==> src/rtl/snn_seq_pkg.sv <==
// Shared types and widths for the first-layer synapse sequencer.
package snn_seq_pkg;

   // Neuron index width (up to 64 neurons) and default synapse index width.
   localparam int NEURON_IDX_W   = 6;
   localparam int DEFAULT_ADDR_W = 10;

   typedef enum logic [2:0] {
      IDLE       = 3'd0,
      PRIME      = 3'd1,
      CAP_LO     = 3'd2,
      CAP_HI     = 3'd3,
      STREAM     = 3'd4,
      NEURON_END = 3'd5,
      WAIT       = 3'd6,
      DONE       = 3'd7
   } state_t;

endpackage

==> src/rtl/first_layer_synapse_sequencer.sv <==
// Walks first-layer neurons, fetches each neuron's synapse start offset from a
// registered-read offset memory and streams that neuron's synapse indices
// [lo, hi) downstream over valid/ready. Each hi bound becomes the next lo, so
// every neuron costs exactly one memory read.
module first_layer_synapse_sequencer
   import snn_seq_pkg::*;
#(
   parameter int NEURON_NUM = 40,
   parameter int ADDR_W     = DEFAULT_ADDR_W,
   parameter int TOTAL_SYN  = 1024
) (
   input  logic                    clk,
   input  logic                    rst_n,
   input  logic                    start,
   input  logic                    abort,
   output logic [NEURON_IDX_W-1:0] offset_addr,
   input  logic [ADDR_W-1:0]       offset_data,
   output logic                    syn_valid,
   input  logic                    syn_ready,
   output logic [ADDR_W-1:0]       syn_addr,
   output logic [NEURON_IDX_W-1:0] syn_neuron,
   output logic                    syn_last,
   output logic                    neuron_done,
   output logic                    done,
   output logic                    busy,
   output logic                    err
);

   // ptr/end carry one extra bit so an exclusive end of 2**ADDR_W fits.
   localparam int PW = ADDR_W + 1;
   localparam logic [NEURON_IDX_W-1:0] LAST_N    = NEURON_IDX_W'(NEURON_NUM - 1);
   localparam logic [PW-1:0]           TOTAL_END = PW'(TOTAL_SYN);

   state_t                  state_r;
   logic [NEURON_IDX_W-1:0] n_r;
   logic [PW-1:0]           ptr_r;
   logic [PW-1:0]           end_r;

   logic [PW-1:0]           hi_s;
   logic [NEURON_IDX_W:0]   n_plus2_s;

   // The last neuron's upper bound is the fixed total, not a memory word.
   assign hi_s      = (n_r == LAST_N) ? TOTAL_END : {1'b0, offset_data};
   assign n_plus2_s = {1'b0, n_r} + (NEURON_IDX_W + 1)'(2);

   // Handshake and pulse outputs decode straight from the state register.
   assign syn_valid   = (state_r == STREAM);
   assign neuron_done = (state_r == NEURON_END);
   assign done        = (state_r == DONE);
   assign syn_addr    = ptr_r[ADDR_W-1:0];
   assign syn_neuron  = n_r;

   // Sequencer FSM with the neuron counter, lo/hi bounds and registered outputs.
   always_ff @(posedge clk or negedge rst_n) begin
      if (!rst_n) begin
         state_r     <= IDLE;
         n_r         <= '0;
         ptr_r       <= '0;
         end_r       <= '0;
         offset_addr <= '0;
         syn_last    <= 1'b0;
         busy        <= 1'b0;
         err         <= 1'b0;
      end else if (abort) begin
         // Abort wins over start and over any transfer presented this cycle.
         state_r  <= IDLE;
         syn_last <= 1'b0;
         busy     <= 1'b0;
      end else begin
         case (state_r)
            IDLE: begin
               if (start) begin
                  offset_addr <= '0;
                  n_r         <= '0;
                  err         <= 1'b0;
                  busy        <= 1'b1;
                  state_r     <= PRIME;
               end else begin
                  state_r <= IDLE;
               end
            end
            PRIME: begin
               // Address 0 is sampled now; queue address 1 behind it.
               offset_addr <= NEURON_IDX_W'(1);
               state_r     <= CAP_LO;
            end
            CAP_LO: begin
               ptr_r   <= {1'b0, offset_data};
               state_r <= CAP_HI;
            end
            CAP_HI: begin
               end_r <= hi_s;
               if (hi_s <= ptr_r) begin
                  // Empty neuron; a hi below lo is a malformed table.
                  if (hi_s < ptr_r) begin
                     err <= 1'b1;
                  end else begin
                     err <= err;
                  end
                  syn_last <= 1'b0;
                  state_r  <= NEURON_END;
               end else begin
                  syn_last <= ((ptr_r + PW'(1)) == hi_s);
                  state_r  <= STREAM;
               end
            end
            STREAM: begin
               if (syn_ready) begin
                  ptr_r <= ptr_r + PW'(1);
                  if (syn_last) begin
                     syn_last <= 1'b0;
                     state_r  <= NEURON_END;
                  end else begin
                     syn_last <= ((ptr_r + PW'(2)) == end_r);
                     state_r  <= STREAM;
                  end
               end else begin
                  state_r <= STREAM;
               end
            end
            NEURON_END: begin
               // Hi becomes next lo even when the neuron was malformed.
               ptr_r <= end_r;
               if (n_r == LAST_N) begin
                  state_r <= DONE;
               end else begin
                  n_r <= n_r + NEURON_IDX_W'(1);
                  if (n_plus2_s <= {1'b0, LAST_N}) begin
                     offset_addr <= n_plus2_s[NEURON_IDX_W-1:0];
                  end else begin
                     offset_addr <= offset_addr;
                  end
                  state_r <= WAIT;
               end
            end
            WAIT: begin
               state_r <= CAP_HI;
            end
            DONE: begin
               busy    <= 1'b0;
               state_r <= IDLE;
            end
            default: begin
               busy    <= 1'b0;
               state_r <= IDLE;
            end
         endcase
      end
   end

endmodule

==> config.mk <==
export PLATFORM = sky130hd
export DESIGN_NAME = first_layer_synapse_sequencer
export DESIGN_NICKNAME = d
export VERILOG_FILES = /design/src/rtl/snn_seq_pkg.sv /design/src/rtl/first_layer_synapse_sequencer.sv
export SDC_FILE = /design/constraint.sdc
export NUM_CORES = 1
export LEC_CHECK = 0
export CORE_MARGIN = 2
export CORE_UTILIZATION = 57
export DETAILED_ROUTE_END_ITERATION = 10
export PLACE_DENSITY = 0.93
export SLEW_MARGIN = 15
export SYNTH_ARGS = -nofsm -noshare
export SYNTH_HDL_FRONTEND = slang
export SYNTH_SLANG_ARGS = --single-unit
==> constraint.sdc <==
create_clock -name clk -period 3.7 [get_ports clk]
set_input_delay 1.11 -clock clk [delete_from_list [all_inputs] [get_ports clk]]
set_output_delay 1.11 -clock clk [all_outputs]
set_load 0.05 [all_outputs]
# Yosys cells after proc, flatten, opt, wreduce, memory -nomap -nowiden
# Index checks and enable logic that the tools add are counted.
[classes]
addsub = 4
n_reduce_logical = 15
n_eq_ne = 18
order_cmp = 3
mux = 28
bitwise = 1
[ops]
columns = ["operator", "count"]
rows = [
  ["$pmux W11 S3", 1],
  ["$mux W6", 4],
  ["$eq A11 B11 Y1", 2],
  ["$mux W11", 2],
  ["$pmux W3 S7", 1],
  ["$pmux W6 S3", 1],
  ["$mux W1", 13],
  ["$eq A3 B3 Y1 const B", 4],
  ["$pmux W6 S2", 1],
  ["$reduce_bool A3 Y1", 4],
  ["$add A11 B1 Y11 const B", 1],
  ["$add A11 B2 Y11 const B", 1],
  ["$le A11 B11 Y1", 1],
  ["$lt A11 B11 Y1", 1],
  ["$reduce_and A5 Y1", 2],
  ["$ne A2 B2 Y1 const B", 4],
  ["$add A6 B2 Y7 const B", 1],
  ["$le A7 B6 Y1 const B", 1],
  ["$add A6 B1 Y6 const B", 1],
  ["$eq A3 B2 Y1 const B", 2],
  ["$eq A6 B6 Y1 const B", 1],
  ["$mux W3", 2],
  ["$pmux W1 S2", 3],
  ["$reduce_and A2 Y1", 3],
  ["10 further kinds", 12],
]
[totals]
reg_bits = 40
output_inout_bits = 28
input_bits = 15

# Depth between registers and ports, before layout
# Gate-level depths: netlist of run 1.
[logic_depth]
ltp_word = 6
ltp_mapped = 13

# Least setup slack after synthesis of run 1
# No wires, ideal clock.
[synth_timing]
kind = "reg-to-reg"
from = "register n_r[0], in the netlist syn_neuron[0]"
to = "register state_r[0]"
setup_slack_ns = 0.468
n_path_buf = 1
t_arrival_ns = 3.158
path_stages_with_launch = 13
synth_period_minus_slack_ns = 3.232
path_cell_list = "dfrtp_1 ha_1 and3_1 nand2_1 clkbuf_1 and2_1 ha_1 nor2b_1 o41ai_4 o21ai_2 a22o_1 a2111o_1 a21oi_2"
[synth_via]
elab_chain_cells = 6
[synth_lines]
columns = ["element", "line_no", "source"]
rows = [
  ["start, declared", "first_layer_synapse_sequencer.sv:35", "logic [NEURON_IDX_W-1:0] n_r;"],
  ["start signal, assigned", "first_layer_synapse_sequencer.sv:127", "n_r <= n_r + NEURON_IDX_W'(1);"],
  ["$eq A6 B6 Y1", "first_layer_synapse_sequencer.sv:43", "assign hi_s = (n_r == LAST_N) ? TOTAL_END : {1'b0, offset_data};"],
  ["$mux W11", "first_layer_synapse_sequencer.sv:43", ""],
  ["named net hi_s[1]", "first_layer_synapse_sequencer.sv:39", "logic [PW-1:0] hi_s;"],
  ["$le A11 B11 Y1", "first_layer_synapse_sequencer.sv:93", "if (hi_s <= ptr_r) begin"],
  ["$mux W1", "first_layer_synapse_sequencer.sv:93", ""],
  ["$pmux W3 S7", "first_layer_synapse_sequencer.sv:70", "case (state_r)"],
  ["$mux W3", "first_layer_synapse_sequencer.sv:64", "end else if (abort) begin"],
  ["end signal, assigned", "first_layer_synapse_sequencer.sv:66", "state_r <= IDLE;"],
  ["end signal, assigned", "first_layer_synapse_sequencer.sv:77", "state_r <= PRIME;"],
  ["end signal, assigned", "first_layer_synapse_sequencer.sv:101", "state_r <= NEURON_END;"],
  ["end, declared", "first_layer_synapse_sequencer.sv:34", "state_t state_r;"],
]
# The timed path passes the listed nets, and every way through them passes these cells.
# A chain may end at the register's enable or synchronous reset.

# Worst setup path in the final report of run 1
# Ends and elaborated chain as after synthesis.

==> results.md, run 1 <==
- Outcome: finished, final reports clean
- Ant diodes: 0
- Register area share after synthesis: 29.5%
- Clock network fraction of total power: 14.5%
- Mux contribution to synthesized area: 5.49%
- CP endpoint kind: register
- Top cells by area, synth: dfrtp_1, ha_1, xnor2_1
- Reg clk slew, reported paths: 90 ps
- Fraction of layout cells with a size suffix above 1: 11.2%
- Final min period: 3300 ps
- Synth Area in Compound Gates: 21.3%
- Worst setup margin: 398 ps
- Number of DRC markers in iteration 0: 350
- CTS H-Tree Depth: 2
- Register area: 1000 um^2
- Die area: 6590 um^2
- Fin Setup TNS: 0 ps
- Max-cap violation count: 0
- Post CTS Setup Buffer Count: 0
- Crit Path Max Fanout: 9
- Number of synthesized flops with an enable pin: 0
- Final-report setup violation count: 0
- Detailed-route wire length per cell: 18.1 um
- Detailed Route WL: 9110 um
- Worst reg2reg path depth: 13
- FF+latch count, synth: 40
- CP Data Arrival Time: 3540 ps
- Final Max Tran Viols: 0
- Post-detail-place hpwl: 6560 um
- First-pass iteration count of the detailed router: 5
- Worst-Margin Slew: 941 ps
- Clock skew after layout: 9.60 ps
- Yosys warnings: 0
- Die width: 81.2 um
- Crit Path Class: reg -> reg
- Sw Ratio: 48.4%
- Cell accounting for the most synthesized area: dfrtp_1
- CTS Buf Count: 5
- Core Rows: 28
- Core area: 5850 um^2
- Filler instances: 487
- NetSw: 0.00124 W
- Ys async rst share: 100%
- GRT overflow: 0
- Synth Area in Adders: 5.90%
- Pwr Density: 666 nW/um^2
- Syn Nets: 435
- Starting Density: 58.0%
- Clk_lat worst skew: 310 ps
- Comb pwr share: 53.9%
- Most common cell after layout, fill and taps aside: dfrtp_1
- Remaining DRCs: 0
- Initial antenna violation count: 0
- Part of the power in registers: 31.6%
- CP required: 3940 ps
- Cts hold-fix bufs: 0
- GPL Wtd Cong: 0.964
- Rel. slew slack: 37.3%
- Fmax: 0.303 GHz
- Hold path cells: 1
- Worst hold path class: reg -> reg
- Overall Global Routing Usage: 29.1%
- Area of the multi-input gates: 2110 um^2
- Cells after Synth: 404
- Vias post-DR: 3158
- Layout Nets: 457
- Main flop type after synthesis: dfrtp_1
- CTS tree: yes
- Clk buf depth: 2
- Max VDD drop: 0.482 mV
- Number of distinct library cells after synthesis: 69
- Leak Pwr: 1.64 nW
- Area Growth Syn to Fin: 13.5%
- Via-to-Cell Ratio: 6.29
- Simple-gate share of the synthesized area: 21.8%
- Cell Int Power: 0.00132 W
- Crit start category: register
- Share of the synthesized area in the top cell type: 29.5%
- DIE HEIGHT: 81.2 um
- Most frequent cells in the layout: dfrtp_1, clkdlybuf4s50_1, nand2_1, nor2_1, o21ai_0
- Largest family of logic cells by synthesized area: simple AND/OR/NAND/NOR gates
- Final Hold Fails: 0
- IO Pins: 43
- Post-synthesis xor/xnor area fraction: 7.63%
- Final ANT Viol Nets: 0
- Placement Setup Slack: 255 ps
- Post-CTS Resized: 0
- Pin count of the biggest net entering global routing: 41
- Clock root buffer: clkbuf_8
- Synth Area per Inst: 8.40 um^2
- Mapped cell area: 3390 um^2
- Period utilization: 89.2%
- Clk sinks: 40
- # port buffers: 42
- Unrepaired setup endpoints after global routing: false
- First-pass GRT wire length: 14600 um
- Vias in the first global route: 2985
[worst paths after layout]
kind	start	end	slack (ps)
worst max-delay path	syn_neuron[0]	state_r[0]	400
worst min-delay path	offset_addr[4]	offset_addr[4]	510
worst max register to register	syn_neuron[0]	state_r[0]	400
worst min register to register	offset_addr[4]	offset_addr[4]	510
max in group asynchronous	rst_n	ptr_r[3]	2160
min in group asynchronous	rst_n	err	940
[routing by layer]
| metal | up-vias | track usage (%) | wire (um) | share of wire [%] |
|---|---|---|---|---|
| met2 | 147 | 46.7 | 4300 | 47 |
| met1 | 1505 | 39.2 | 3850 | 42 |
| met4 | 0 | 11.5 | 289 | 3.2 |
| met5 | - | 0 | 0 | 0 |
| met3 | 34 | 5.11 | 665 | 7.3 |
| li1 | 1472 | - | - | - |
[flip-flops by register name (all words and copies together) (netlist names)]
| register | count |
|---|---|
| busy | 1 |
| end_r | 11 |
| err | 1 |
| offset_addr | 6 |
| ptr_r | 11 |
| state_r | 3 |
| syn_last | 1 |
| syn_neuron | 6 |
[area by class of cell]
cell class                 count  share of cell area, %
multi-input combinational    309                   54.8
clock inverter                 3                   1.10
clock buffer                   5                   1.79
tap                           75                   2.44
timing repair buffer          47                   11.6
sequential                    40                   26.0
inverter                      23                   2.27
[kinds of logic (layout without fill, tap and decap cells)]
| group | Yosys count | in the layout |
|---|---|---|
| AND/OR/NAND/NOR | 142 | 142 |
| AO/OA/AOI/OAI | 106 | 106 |
| buffers and inverters | 55 | 78 |
| flip-flops | 40 | 40 |
| XOR/XNOR | 28 | 28 |
| multiplexers | 17 | 17 |
| adder cells (fa/ha/maj) | 16 | 16 |
[synthesized netlist by cell type, drive strengths merged, types with 9 or more instances]
| cell type | n |
|---|---|
| clkbuf | 9 |
| mux2 | 13 |
| dfrtp | 40 |
| inv | 22 |
| buf | 23 |
| nor3 | 11 |
| xnor2 | 20 |
| a21oi | 29 |
| o21ai | 31 |
| nand2 | 38 |
| ha | 16 |
| nor2 | 36 |
| nand3 | 9 |
[power by group through the flow]
stage | sequential [W] | combinational [W] | clock, W
2_1_floorplan | 0.000727 | 0.00115 | 0
3_3_place_gp | 0.000800 | 0.00132 | 0
3_5_place_dp | 0.000810 | 0.00135 | 0
4_1_cts | 0.000801 | 0.00136 | 0.000376
5_1_grt | 0.000840 | 0.00149 | 0.000390
6_report | 0.000811 | 0.00138 | 0.000372
[through the flow]
| step | util, % | instances | cell area (um^2) | power, W | hold slack, ps |
|---|---|---|---|---|---|
| CTS | 65.8 | 502 | 3850 | 0.00254 | 517 |
| global route | 65.8 | 502 | 3850 | 0.00272 | 541 |
| finish | 65.8 | 502 | 3850 | 0.00256 | 510 |
| global placement | 63.9 | 494 | 3740 | 0.00212 | 482 |
| floorplan | - | 404 | 3390 | 0.00188 | 492 |
| detailed placement | 63.9 | 494 | 3740 | 0.00216 | 496 |
[worst max-delay path: stages (launching register included)]
cell and delay, ps:
dfrtp_1 500, ha_1 330, and3_1 250, nand2_1 260
buf_4 260, nand2_1 110, inv_1 70, ha_1 280
nand4_1 130, nor2_1 70, a211oi_1 340, a21oi_1 100
a2111o_1 410, a21oi_2 110
Note: power is estimated with default switching activity, not from simulation.
==> run 2, diff against run 1 <==
CORE_ASPECT_RATIO = 1.75   (was unset)
CORE_MARGIN = unset   (was 2)
==> run 2 against run 1 <==
Compared with the run above:
- via count grew 0.92%
- sequential power about the same
- power shrank 0.11%
- clock power fell by 14%
- maximum frequency grew 0.38%
- critical path depth down 9
- routed wire length increased by 9.6%
- largest cell class unchanged
==> results.md, run 2 (synthesized netlist as in run 1, its figures left out) <==
- Outcome: finished, final reports clean
- Core area: 5630 um^2
- Top Registers: end_r x11, ptr_r x11
- Comb pwr share: 55.9%
- Placement Setup Slack: 285 ps
- Fmax: 0.304 GHz
- Worst setup margin: 411 ps
- Worst reg2reg path depth: 11
- Final-report setup violation count: 0
- Layout Nets: 462
- Reg clk slew, reported paths: 80 ps
- Most frequent cells in the layout: dfrtp_1, clkdlybuf4s50_1, nand2_1, nor2_1, o21ai_0
- Post-CTS Resized: 0
- Clk sinks: 40
- Final Util: 69.0%
- Core Rows: 36
- Overall Global Routing Usage: 34.8%
- GPL Wtd Cong: 0.960
- Clock root buffer: clkbuf_8
- Initial antenna violation count: 0
- Unrepaired setup endpoints after global routing: false
- Sw Ratio: 49.9%
- CTS H-Tree Depth: 2
- Clk buf depth: 2
- Cts hold-fix bufs: 0
- Reg2Reg Setup Slack: 430 ps
- Power consumption: 0.00256 W
- CP required: 2590 ps
- CP endpoint kind: output port
- Hold path cells: 1
- Clock skew after layout: 3.34 ps
- DR WL met3: 517 um
- Worst hold path endpoint: offset_addr[4]
- Fraction of layout cells with a size suffix above 1: 12.3%
- Vias post-DR: 3187
- Leak Pwr: 1.66 nW
- Number of DRC markers in iteration 0: 160
- Pwr Density: 659 nW/um^2
- Filler instances: 472
- Die area: 6280 um^2
- DIE HEIGHT: 104 um
- Crit Path Max Fanout: 9
- Remaining DRCs: 0
- Post-detail-place hpwl: 7460 um
- CTS tree: yes
- Via-to-Cell Ratio: 6.27
- GRT overflow: 0
- Fin Setup TNS: 0 ps
- Final Hold Fails: 0
- WL met2: 5260 um
- CP Data Arrival Time: 2180 ps
- CTS Buf Count: 5
- Starting Density: 60.3%
- Die width: 60.3 um
- Worst-Margin Slew: 938 ps
- Detailed-route wire length per cell: 19.6 um
- Vias in the first global route: 3288
- Min-Delay Startpoint: offset_addr[4]
- Crit Path Class: reg -> out
- Most common cell after layout, fill and taps aside: dfrtp_1
- Final min period: 3290 ps
- First-pass iteration count of the detailed router: 5
- # port buffers: 42
- Max VDD drop: 0.428 mV
- Area Growth Syn to Fin: 14.4%
- Worst hold path class: reg -> reg
- Rel. slew slack: 37.5%
- Post CTS Setup Buffer Count: 0
- Pin count of the biggest net entering global routing: 41
- Final ANT Viol Nets: 0
- Detailed Route WL: 9980 um
- Final Max Tran Viols: 0
- Highest routing layer actually used: met4
- NetSw: 0.00128 W
- Ant diodes: 0
- Worst reg2reg path startpoint: syn_neuron[1]
- Part of the power in registers: 31.7%
- Wl on met1: 3620 um
- Max-cap violation count: 0
- First-pass GRT wire length: 16200 um
- Period utilization: 88.9%
- Crit start category: register
- Clk_lat worst skew: 310 ps
- Clock network fraction of total power: 12.5%
- Worst hold slack: 507 ps
- IO Pins: 43
- Cell Int Power: 0.00128 W
- FF-to-FF End: state_r[0]
==> run 2: metrics by stage <==
step,cells,area (um^2)
2_1_floorplan,404,3390
3_3_place_gp,500,3790
3_5_place_dp,500,3790
4_1_cts,508,3880
5_1_grt,508,3880
6_report,508,3880
==> run 2: metal layers <==
metal  vias up  global-route usage, %
li1       1482                      -
met1      1525                   37.8
met2       136                   58.4
met3        44                   6.59
met4         0                   22.8
met5         -                      0
==> run 2: layout make-up <==
type | instances | area [um^2] | area share [%]
Multi-Input combinational cell | 309 | 2110 | 54.3
Sequential cell | 40 | 1000 | 25.8
Timing Repair Buffer | 52 | 498 | 12.8
Tap cell | 76 | 95.1 | 2.45
Inverter | 23 | 87.6 | 2.26
Clock buffer | 6 | 82.6 | 2.13
Clock inverter | 2 | 10.0 | 0.258
==> run 2: how the worst max path moves through the flow <==
stage,start,end,slack [ps]
after floorplan,syn_neuron[0],state_r[0],470
after global placement,offset_data[1],state_r[0],330
after detailed placement,offset_data[1],state_r[0],290
after CTS,state_r[1],neuron_done,480
after global routing,syn_neuron[1],state_r[0],260
final,state_r[1],neuron_done,410
==> run 2: power groups by stage <==
stage	combinational, W	clock, W	sequential, W
after floorplan	0.00115	0	0.000727
after detailed placement	0.00140	0	0.000811
final	0.00143	0.000319	0.000812
after global routing	0.00154	0.000339	0.000831
after global placement	0.00138	0	0.000803
after CTS	0.00141	0.000325	0.000803
==> run 2: worst max-delay path: stages (launching register included) <==
cell and delay (ps):
dfrtp_1 380, nor2b_1 510, nand2_1 370, inv_1 410, buf_12 190
==> run 3, diff against run 2 <==
CORE_ASPECT_RATIO = 1.4   (was 1.75)
==> run 3 against run 2 <==
Compared with the run above:
- sequential share of layout area fell by 0.17 points
- non-clock buffer count fell by 4
- via count did not move
- combinational power fell by 3%
- die area fell by 0.12%
- design area rose by 0.68%
- clock power rose by 57%
- hold slack got worse by 0.99 ps
- sequential power rose by 0.9%
- critical endpoint unchanged
==> results.md, run 3 (synthesized netlist as in run 1, its figures left out) <==
- Worst hold path class: reg -> reg
- Final min period: 3450 ps
- Outcome: finished, final reports clean
- Post CTS Setup Buffer Count: 0
- Clock root buffer: clkbuf_8
- Critical path origin: state_r[2]
- Clk buf depth: 2
- CTS Buf Count: 5
- GPL Wtd Cong: 1.02
- Die area: 6270 um^2
- Initial antenna violation count: 0
- Placement Setup Slack: 254 ps
- CP required: 2590 ps
- Crit Path Max Fanout: 12
- Vias post-DR: 3187
- Rel. slew slack: 38.6%
- Top Registers: end_r x11, ptr_r x11
- Final Hold Fails: 0
- Clock skew after layout: 4.81 ps
- Crit start category: register
- Final-report setup violation count: 0
- Number of DRC markers in iteration 0: 266
- First-pass iteration count of the detailed router: 5
- Post-CTS Resized: 0
- CTS H-Tree Depth: 2
- Remaining DRCs: 0
- Min-Delay Startpoint: offset_addr[4]
- Filler instances: 432
- Clk sinks: 40
- Core Rows: 32
- Ant diodes: 0
- Fmax: 0.290 GHz
- CP Data Arrival Time: 2340 ps
- Period utilization: 93.3%
- Most frequent cells in the layout: dfrtp_1, clkdlybuf4s50_1, nand2_1, nor2_1, o21ai_0
- Final Max Tran Viols: 0
- CTS tree: yes
- Detailed Route WL: 9550 um
- Layout Nets: 458
- IO Pins: 43
- Die width: 67.2 um
- GRT overflow: 0
- Overall Global Routing Usage: 33.0%
- CP endpoint kind: output port
- Crit Path Class: reg -> out
- Core area: 5610 um^2
- DIE HEIGHT: 93.3 um
- Max-cap violation count: 0
- Pin count of the biggest net entering global routing: 41
- Reg clk slew, reported paths: 80 ps
- Max VDD drop: 0.417 mV
- Worst-Margin Slew: 920 ps
- Fraction of layout cells with a size suffix above 1: 11.4%
- Starting Density: 60.6%
- First-pass GRT wire length: 15400 um
- Final ANT Viol Nets: 0
- Clk_lat worst skew: 290 ps
- Area Growth Syn to Fin: 15.2%
- Via-to-Cell Ratio: 6.43
- Fin Setup TNS: 0 ps
- Cts hold-fix bufs: 0
- Pwr Density: 693 nW/um^2
- Worst setup margin: 249 ps
- Most common cell after layout, fill and taps aside: dfrtp_1
- Detailed-route wire length per cell: 19.3 um
- Worst reg2reg path startpoint: syn_neuron[1]
- # port buffers: 42
- Leak Pwr: 1.67 nW
- Unrepaired setup endpoints after global routing: false
- Vias in the first global route: 3183
- Post-detail-place hpwl: 7130 um
## run 3: cell count changes in the layout (fill, tap and decap cells not counted), sizes merged
| cell | before | now |
|---|---|---|
| clkbuf | 6 | 5 |
| bufinv | 0 | 3 |
| clkinv | 3 | 1 |
| buf | 13 | 9 |
## run 3: path summary, 6_finish.rpt
kind / to / slack (ps) / depth (start not counted)
setup / recovery: neuron_done / 250 / 4
hold / removal: offset_addr[4] / 510 / 1
setup reg to reg: state_r[0] / 400 / 11
hold reg to reg: offset_addr[4] / 510 / 1
max in group asynchronous: ptr_r[8] / 2190 / 1
min in group asynchronous: syn_neuron[3] / 950 / 1
## run 3: final cells by class
class / instances / area, um^2 / area share [%]
Clock buffer: 5 / 68.8 / 1.76
Clock inverter: 3 / 90.1 / 2.30
Inverter: 23 / 87.6 / 2.24
Multi-Input combinational cell: 309 / 2110 / 54.0
Sequential cell: 40 / 1000 / 25.6
Tap cell: 68 / 85.1 / 2.18
Timing Repair Buffer: 48 / 468 / 12.0
## run 3: report_power, final
part | internal, W | switching [W]
logic | 0.000563 | 0.000827
clock network | 0.000337 | 0.000162
registers | 0.000564 | 0.000255
total | 0.00146 | 0.00124
## run 3: routing by layer
| metal | track usage (%) | up-vias | routed length (um) |
|---|---|---|---|
| met2 | 54.9 | 171 | 4820 |
| met3 | 5.37 | 53 | 633 |
| met4 | 22.0 | 0 | 584 |
| met1 | 37.6 | 1493 | 3510 |
| li1 | - | 1470 | - |
| met5 | 0 | - | 0 |
## run 3: metrics by stage
stage	hold WS (ps)	power, W	instance area [um^2]	instances	utilization (%)
global route	527	0.00286	3910	496	69.8
finish	506	0.00271	3910	496	69.8
floorplan	492	0.00188	3390	404	-
global placement	480	0.00215	3750	488	66.9
CTS	502	0.00270	3910	496	69.8
detailed placement	475	0.00219	3750	488	66.9
## run 3: worst max-delay path, cell delays in order, from the launching register on
cell	delay (ps)
dfrtp_1	570
nor2b_1	520
nand2_1	350
inv_1	400
buf_12	190
